## src/rtl/ppm_frame_encoder_if.sv

```systemverilog
// Control and serial-output bundle for ppm_frame_encoder.
// The master side drives run/polarity/shadow writes; the slave side is the encoder.
interface ppm_frame_encoder_if #(
    parameter int NCH = 4,
    parameter int PW  = 8
);
    localparam int CW = (NCH > 1) ? $clog2(NCH) : 1;
    localparam int SW = $clog2(NCH + 1);

    logic          en;
    logic          inv;
    logic          wr;
    logic [CW-1:0] wr_ch;
    logic [PW-1:0] wr_pos;
    logic          ppm_out;
    logic          frame_start;
    logic [SW-1:0] slot_idx;
    logic          busy;

    modport master (
        output en, inv, wr, wr_ch, wr_pos,
        input  ppm_out, frame_start, slot_idx, busy
    );

    modport slave (
        input  en, inv, wr, wr_ch, wr_pos,
        output ppm_out, frame_start, slot_idx, busy
    );
endinterface

```

## src/rtl/ppm_frame_encoder.sv

```systemverilog
// Multi-channel PPM frame generator: NCH data slots plus one sync slot per frame,
// with shadow positions taken up atomically at every frame boundary.
module ppm_frame_encoder #(
    parameter int NCH       = 4,
    parameter int PW        = 8,
    parameter int PULSE_LEN = 4,
    parameter int SYNC_LEN  = 8
) (
    input logic               clk,
    input logic               rst,
    ppm_frame_encoder_if.slave bus
);
    localparam int CW = (NCH > 1) ? $clog2(NCH) : 1;
    localparam int SW = $clog2(NCH + 1);
    localparam logic [SW-1:0] SYNC_SLOT = SW'(NCH);
    localparam logic [PW:0]   PULSE_W   = (PW+1)'(PULSE_LEN);
    localparam logic [PW:0]   SYNC_W    = (PW+1)'(SYNC_LEN);

    typedef enum logic {IDLE, RUN} state_t;

    state_t        state_q, state_d;
    logic [PW-1:0] cyc_q, cyc_d;
    logic [SW-1:0] slot_q, slot_d;
    logic [PW-1:0] act_q [NCH];
    logic [PW-1:0] act_d [NCH];
    logic [PW-1:0] shd_q [NCH];
    logic [PW-1:0] shd_d [NCH];
    logic          ppm_q, ppm_d;
    logic          frame_start_q, frame_start_d;
    logic [SW-1:0] slot_idx_q, slot_idx_d;
    logic          busy_q, busy_d;
    logic [PW-1:0] cur_pos;
    logic          raw;

    always_comb begin
        shd_d = shd_q;
        for (int k = 0; k < NCH; k++) begin
            if (bus.wr && (bus.wr_ch == CW'(k))) begin
                shd_d[k] = bus.wr_pos;
            end
        end
    end

    // Loads read shd_q, so a write landing on the load cycle waits one more frame.
    always_comb begin
        state_d = state_q;
        cyc_d   = cyc_q;
        slot_d  = slot_q;
        act_d   = act_q;
        case (state_q)
            IDLE: begin
                if (bus.en) begin
                    state_d = RUN;
                    act_d   = shd_q;
                    cyc_d   = '0;
                    slot_d  = '0;
                end
            end
            RUN: begin
                cyc_d = cyc_q + 1'b1;
                if (cyc_q == '1) begin
                    if (slot_q == SYNC_SLOT) begin
                        slot_d = '0;
                        if (bus.en) begin
                            act_d = shd_q;
                        end else begin
                            state_d = IDLE;
                        end
                    end else begin
                        slot_d = slot_q + 1'b1;
                    end
                end
            end
            default: state_d = IDLE;
        endcase
    end

    // One bit of headroom lets a late pulse be cut at the slot end rather than wrap.
    always_comb begin
        cur_pos = '0;
        for (int k = 0; k < NCH; k++) begin
            if (slot_q == SW'(k)) begin
                cur_pos = act_q[k];
            end
        end
        raw = 1'b0;
        if (state_q == RUN) begin
            if (slot_q == SYNC_SLOT) begin
                raw = ({1'b0, cyc_q} < SYNC_W);
            end else begin
                raw = ({1'b0, cyc_q} >= {1'b0, cur_pos}) &&
                      ({1'b0, cyc_q} < ({1'b0, cur_pos} + PULSE_W));
            end
        end
        ppm_d         = raw ^ bus.inv;
        frame_start_d = (state_q == RUN) && (slot_q == '0) && (cyc_q == '0);
        slot_idx_d    = slot_q;
        busy_d        = (state_q == RUN);
    end

    always_ff @(posedge clk) begin
        if (rst) begin
            state_q       <= IDLE;
            cyc_q         <= '0;
            slot_q        <= '0;
            for (int k = 0; k < NCH; k++) begin
                act_q[k] <= '0;
                shd_q[k] <= '0;
            end
            ppm_q         <= bus.inv;
            frame_start_q <= 1'b0;
            slot_idx_q    <= '0;
            busy_q        <= 1'b0;
        end else begin
            state_q       <= state_d;
            cyc_q         <= cyc_d;
            slot_q        <= slot_d;
            act_q         <= act_d;
            shd_q         <= shd_d;
            ppm_q         <= ppm_d;
            frame_start_q <= frame_start_d;
            slot_idx_q    <= slot_idx_d;
            busy_q        <= busy_d;
        end
    end

    assign bus.ppm_out     = ppm_q;
    assign bus.frame_start = frame_start_q;
    assign bus.slot_idx    = slot_idx_q;
    assign bus.busy        = busy_q;
endmodule
```

## src/flat_wrapper.sv

```systemverilog
// flat-port wrapper written by rule: the top's interface ports become plain ports
module ppm_frame_encoder_flat 
#(
    parameter int NCH       = 4,
    parameter int PW        = 8,
    parameter int PULSE_LEN = 4,
    parameter int SYNC_LEN  = 8
)
  (clk, rst, bus_en, bus_inv, bus_wr, bus_wr_ch, bus_wr_pos, bus_ppm_out, bus_frame_start, bus_slot_idx, bus_busy);
  ppm_frame_encoder_if #(.NCH(NCH), .PW(PW)) bus_i ();
  input logic clk;
  input logic rst;
  input wire logic [$bits(bus_i.en)-1:0] bus_en;
  input wire logic [$bits(bus_i.inv)-1:0] bus_inv;
  input wire logic [$bits(bus_i.wr)-1:0] bus_wr;
  input wire logic [$bits(bus_i.wr_ch)-1:0] bus_wr_ch;
  input wire logic [$bits(bus_i.wr_pos)-1:0] bus_wr_pos;
  output wire logic [$bits(bus_i.ppm_out)-1:0] bus_ppm_out;
  output wire logic [$bits(bus_i.frame_start)-1:0] bus_frame_start;
  output wire logic [$bits(bus_i.slot_idx)-1:0] bus_slot_idx;
  output wire logic [$bits(bus_i.busy)-1:0] bus_busy;
  assign bus_i.en = bus_en;
  assign bus_i.inv = bus_inv;
  assign bus_i.wr = bus_wr;
  assign bus_i.wr_ch = bus_wr_ch;
  assign bus_i.wr_pos = bus_wr_pos;
  assign bus_ppm_out = bus_i.ppm_out;
  assign bus_frame_start = bus_i.frame_start;
  assign bus_slot_idx = bus_i.slot_idx;
  assign bus_busy = bus_i.busy;
  ppm_frame_encoder #(.NCH(NCH), .PW(PW), .PULSE_LEN(PULSE_LEN), .SYNC_LEN(SYNC_LEN)) u_core (.clk(clk), .rst(rst), .bus(bus_i));
endmodule
```

## config.mk

```make
export PLATFORM = sky130hd
export DESIGN_NAME = ppm_frame_encoder_flat
export DESIGN_NICKNAME = d
export VERILOG_FILES = /design/src/rtl/ppm_frame_encoder_if.sv /design/src/rtl/ppm_frame_encoder.sv /design/src/flat_wrapper.sv
export SDC_FILE = /design/constraint.sdc
export NUM_CORES = 1
export LEC_CHECK = 0
export CORE_UTILIZATION = 35
export DETAILED_ROUTE_END_ITERATION = 10
export MAX_ROUTING_LAYER = met4
export PLACE_DENSITY = 0.56
export SLEW_MARGIN = 0
export SYNTH_ARGS = -nofsm -noshare
export SYNTH_HDL_FRONTEND = slang
export SYNTH_SLANG_ARGS = --single-unit
```

## constraint.sdc

```tcl
create_clock -name clk -period 3.55 [get_ports clk]
set_input_delay 0.71 -clock clk [delete_from_list [all_inputs] [get_ports clk]]
set_output_delay 0.71 -clock clk [all_outputs]
set_load 0.01 [all_outputs]
```

==> metrics <==
Crit path top cell by count ha_1; Mapped Nets between 400 and 500; drt wl/cell around 14 um; diode count 0; first-pass GRT wire length around 14000 um; Iter 0 DRT Violations around 130; Power Density 402 nW/um2; # clock sinks roughly 80; nets around 490; number of I/O port buffers 20; vias 3016; clk slew on worst S/H paths around 0.090 ns; gr usage total 0.168; leakage power between 1.5 and 2 nW; initial core utilization 0.360; fin crit share 0.929; Worst Path Arrival about 3.5 ns; Post-DP HPWL just over 6000 um; Routed WL ~8500 um; f_max just over 300 MHz; CP Max Fanout 4; RSZ-0062 raised after global routing false; Clock Tree Buf Depth 2; Max Slew Vio Count 0; cts hold-fix bufs 0; max-cap viol count 0; RD Place Congestion slightly below 0.9; post-route ant nets 0; vias per std cell about 5.0; Worst Hold Class register to register; layout cell share with drive strength beyond 1 0.0801; total chip power between 1.5 and 2 mW; setup_tns 0 ns; die area roughly 11000 um2; grt ovf 0; Synth Cell Area roughly 3700 um2; worst-margin pin slew approximately 1.1 ns; latest clock arrival within the worst-skew pair around 0.35 ns; Setup CP Type register to register; vias in the first global route 2860; Top Family by Delay on Critical Path compound AO/OA/AOI/OAI gates; sequential area share after synthesis 0.442; post-CTS setup buffer count 0; die span in y 105 um; Rel. slew slack 0.298; Synth area leader dfxtp_1; post-synth cell types 41; Worst Path Required 3.78 ns; fin crit period 3.30 ns; CTS tree done; DRC violations left 0; Buf/Inv on CP 2; CTS H-tree depth 3; Pint ~1.3 mW; core region area around 10000 um2; #FFs+latches synth 82; worst IR drop on VDD between 0.2 and 0.25 mV; clock root buffer clkbuf_8; area added between synthesis and finish 14.2%; Clock Power Share 0.365; drt pass-1 iters 5; row cnt 37; Final Setup Violations 0; YS warnings 0; Ports 21; syn avg cell area 8.48 um2; DIE WIDTH between 100 and 150 um; Sw Pwr about 0.45 mW; final hold viol count 0; initial antenna violation count 0; Worst Skew ~0.012 ns; CP peak stage delay between 0.3 and 0.4 ns; largest net degree at the start of global routing 54; status finished, final reports clean; Sequential Power Share 0.561; synth top area cells dfxtp_1, mux2i_1, nand2_1; Cells after Synth between 400 and 500; critical path startpoint category register; top cell type's share of synthesized area 0.442; Worst setup EP type register; total CTS buffers 9; combinational share of power 0.074; Sw Share 0.262; crit path cell chain inv_1 -> ha_1 -> and3b_1 -> a21oi_1 -> o21ai_1 -> a22oi_1 -> inv_1 -> ha_1 -> o21ai_1 -> or2_2 -> xnor2_1 -> ha_1 -> nand2_1 -> a21oi_1 -> a221oi_1 -> o21ai_0 -> o311a_1; slowest stage cell on the critical path dfxtp_2
==> cell type report <==
cell class / instances / area [um2]
inverter: 11 / 41.3
clock inverter: 6 / 51.3
multi-input combinational: 323 / 1940
fill: 1055 / 6080
tap: 136 / 170
sequential: 82 / 1640
timing repair buffer: 30 / 270
clock buffer: 10 / 128
==> final timing paths <==
| kind | start | end | slack, ns | cells after the start |
|---|---|---|---|---|
| setup reg to reg | u_core.slot_idx_d[1] | u_core.bus.ppm_out | 0.25 | 17 |
| hold / removal | u_core.shd_q[20] | u_core.act_q[20] | 0.45 | 2 |
| hold reg to reg | u_core.shd_q[20] | u_core.act_q[20] | 0.45 | 2 |
| setup / recovery | u_core.slot_idx_d[1] | u_core.bus.ppm_out | 0.25 | 17 |
==> logic make-up (layout without fill, tap and decap cells) <==
family / count (synthesis) / after routing / synth area share
xor+xnor: 8 / 8 / 0.0189
mux: 32 / 32 / 0.0862
buf+inv: 33 / 57 / 0.0377
compound gates: 81 / 81 / 0.128
simple gates: 179 / 179 / 0.211
flops: 82 / 82 / 0.442
fa+ha+maj: 23 / 23 / 0.0771
==> cell usage after synthesis <==
library cell and instances:
a22oi_1 3, a32oi_1 3, buf_4 3, a31oi_1 3
dfxtp_1 82, o21ai_1 3, nor2_1 50, xor2_1 5
buf_2 4, nor3b_1 1, a21oi_1 49, nor3_1 4
a21o_1 1, nand3b_1 3, and2_1 1, or3_1 3
clkbuf_1 13, nor4_1 2, nand3_1 7, nor2b_1 4
inv_1 11, nand2b_1 6, or2_2 2, buf_1 2
o21a_1 1, a221oi_1 2, nor2_2 2, a22o_1 1
mux2i_1 32, nand4_1 4, maj3_2 1, o211ai_1 1
a2111oi_4 1, ha_1 22, o21ai_0 12, xnor2_1 3
nand2_1 85, o311a_1 1, and3_1 2, and3b_1 2
nor3_2 1
==> registers in the layout, summed over array words and instances, names as in the netlist <==
| name | count |
|---|---|
| u_core.bus.busy | 1 |
| u_core.bus.frame_start | 1 |
| u_core.busy_d | 1 |
| u_core.bus.slot_idx | 3 |
| u_core.cyc_q | 8 |
| u_core.slot_idx_d | 3 |
| u_core.shd_q | 32 |
| u_core.bus.ppm_out | 1 |
| u_core.act_q | 32 |
==> through the flow <==
stage | std cells | worst slack [ns] | utilization | hold slack [ns] | cell area, um2
floorplan | 438 | 0.348 | - | 0.431 | 3710
global placement | 582 | 0.339 | 0.393 | 0.440 | 4060
detailed placement | 582 | 0.206 | 0.393 | 0.442 | 4060
CTS | 598 | 0.207 | 0.411 | 0.454 | 4240
global route | 598 | 0.0128 | 0.411 | 0.468 | 4240
finish | 598 | 0.252 | 0.411 | 0.451 | 4240
==> layer usage <==
layer	up-vias	wire length, um	part of all wire	track usage
met2	54	3850	0.46	0.252
met5	-	0	0	-
met3	13	273	0.032	0.0381
met1	1426	4190	0.50	0.221
li1	1523	-	-	-
met4	0	140	0.017	0.0604
==> worst register-to-register path, stage by stage, from the launching register on <==
cell and delay, ns:
dfxtp_2 0.38, inv_1 0.09, ha_1 0.23, and3b_1 0.22, a21oi_1 0.04, o21ai_1 0.13
a22oi_1 0.11, inv_1 0.13, ha_1 0.18, o21ai_1 0.08, or2_2 0.29, xnor2_1 0.14
ha_1 0.29, nand2_1 0.06, a21oi_1 0.04, a221oi_1 0.26, o21ai_0 0.16, o311a_1 0.36
==> placed cells by master (no fill, tap or decap), types with 3 or more instances in the layout <==
master            n
a21oi_1          48
a22oi_1           3
a31oi_1           3
a32oi_1           3
buf_4            10
clkbuf_8          9
clkdlybuf4s50_1  19
clkinvlp_4        3
dfxtp_1          80
ha_1             21
inv_1            11
mux2i_1          32
nand2_1          85
nand2b_1          6
nand3_1           7
nand3b_1          3
nand4_1           4
nor2_1           50
nor2b_1           4
nor3_1            4
o21ai_0          12
o21ai_1           3
or3_1             3
xnor2_1           3
xor2_1            5
==> power by group through the flow <==
stage	Sequential, mW	Combinational (mW)	Clock [mW]
final	0.956	0.126	0.622
after CTS	0.957	0.129	0.646
after global routing	0.959	0.143	0.680
after floorplan	0.973	0.0815	0
after global placement	0.977	0.127	0
after detailed placement	0.978	0.128	0
==> what timing repair did <==
item | 4_1_cts | 5_1_grt
endpoints found under the setup margin | 0 | 1
hold endpoints to repair | 0 | 0
gates resized for setup | 0 | 3
No activity file was read; power rests on OpenSTA's default activity.
==> edit, RTL diff (same flow settings) <==
`PW` is set to 8 in 3 places; all go to 9.
--- a/src/rtl/ppm_frame_encoder_if.sv
+++ b/src/rtl/ppm_frame_encoder_if.sv
@@ -2,7 +2,7 @@
 // The master side drives run/polarity/shadow writes; the slave side is the encoder.
 interface ppm_frame_encoder_if #(
     parameter int NCH = 4,
-    parameter int PW  = 8
+    parameter int PW  = 9
 );
     localparam int CW = (NCH > 1) ? $clog2(NCH) : 1;
     localparam int SW = $clog2(NCH + 1);
--- a/src/rtl/ppm_frame_encoder.sv
+++ b/src/rtl/ppm_frame_encoder.sv
@@ -2,7 +2,7 @@
 // with shadow positions taken up atomically at every frame boundary.
 module ppm_frame_encoder #(
     parameter int NCH       = 4,
-    parameter int PW        = 8,
+    parameter int PW        = 9,
     parameter int PULSE_LEN = 4,
     parameter int SYNC_LEN  = 8
 ) (
--- a/src/flat_wrapper.sv
+++ b/src/flat_wrapper.sv
@@ -2,7 +2,7 @@
 module ppm_frame_encoder_flat 
 #(
     parameter int NCH       = 4,
-    parameter int PW        = 8,
+    parameter int PW        = 9,
     parameter int PULSE_LEN = 4,
     parameter int SYNC_LEN  = 8
 )
Ports: changed (resized bus_wr_pos); port bits go from 21 to 22. The function was not compared with the original's and may differ.
==> edit against the unedited design <==
- area after synthesis increased by 16%
- utilization grew 0.50 points
- final cell count increased by 16%
- sequential cell count rose by 9
- count of clock-buffer cells in the layout unchanged
- cell area increased by 18%
- critical path depth decreased by 2
- sequential power increased by 11%
- worst setup slack got worse by 0.076 ns
- first-iteration DRC count increased by 92%
- combinational power rose by 17%
- sequential share of layout area decreased by 2.2 points
- power increased by 27%
- wire length rose by 23%
==> edit: results (changes against the unedited design) <==
Slowest cell on crit path=or4_1; Worst R2R Setup Slack=0.18 ns (-0.08 ns); ratio of cells with drive above 1 in the final layout=9.49% (+1.5 points); Largest regs=u_core.act_q (36), u_core.shd_q (36), u_core.cyc_q (9); CP Data Arrival Time=3.63 ns (+0.10 ns); M1 WL=5090 um (+21%); First DRT Iteration DRCs=253 (+92%); first-pass GRT wire length=17200 um (+20%); Post-Synth XOR/XNOR Area=1.82% (-0.064 points); vias in the first global route=3331 (+16%); syn nets=568 (+20%); clk slew on worst S/H paths=0.06 ns (-0.03 ns); GRT Total Usage=17.7% (+0.90 points); DP Area=0.00466 sq mm (+15%); M2 GR Usage=28.3% (+3.1 points); result of the run=finished clean; Critical path origin=u_core.slot_idx_d[0]; largest net degree at the start of global routing=64 (+19%); dpl cells=680 (+17%); VDD IR-drop max=0.000235 V (+7.6%); Fill cells=1243 (+18%); post-synthesis adder-cell area fraction=7.23% (-0.48 points); clock share of power=44.1% (+7.6 points); seq pwr=1060 uW (+11%); Hold Crit Start=u_core.shd_q[19]; M1 GR Usage=23.2% (+1.0 points); Post-synth top cells=149 x nand2_1, 91 x dfxtp_1, 78 x a21oi_1; dpl hpwl=7520 um (+24%); synth top area cells=dfxtp_1 42%, nand2_1 13%, a21oi_1 9.0%; Leakage=0.00176 uW (+5.9%); design area=0.00500 sq mm (+18%); Root Buffer=clkbuf_16; final hold slack=0.456 ns (+0.00481 ns); Met2 Wirelength=4890 um (+27%); via count=3588 (+19%); Post-Route WL=10400 um (+23%); worst slack at placement=-0.00321 ns (-0.209 ns); Synth cell types=58 (+41%); first drt pass iteration count=4 (-1); slew margin rel.=55.1% (+25 points); metal3 WL=364 um (+33%)
## edit: cell count changes after synthesis, sizes merged, moves of 5 or more
cell	before	now
nand2	85	149
a21oi	49	79
nor2	52	29
mux2i	32	10
dfxtp	82	91
a21o	1	6
## edit: timing repair
action	CTS	global route
endpoints found under the setup margin	1	1
resized for setup	1	14
pin swaps	0	2
hold buffers	0	0
## edit: cell type report
| cell class | instances | share of cell area (%) |
|---|---|---|
| Clock buffer | 10 | 4.58 |
| Clock inverter | 5 | 1.23 |
| Inverter | 14 | 1.05 |
| Multi-Input combinational cell | 395 | 46.9 |
| Sequential cell | 91 | 36.5 |
| Tap cell | 147 | 3.68 |
| Timing Repair Buffer | 33 | 5.98 |
## edit: worst paths after layout
kind | endpoint | depth (start not counted)
setup reg to reg | u_core.bus.ppm_out | 15
setup / recovery | u_core.bus.ppm_out | 15
hold reg to reg | u_core.shd_q[19] | 2
hold / removal | u_core.shd_q[19] | 2
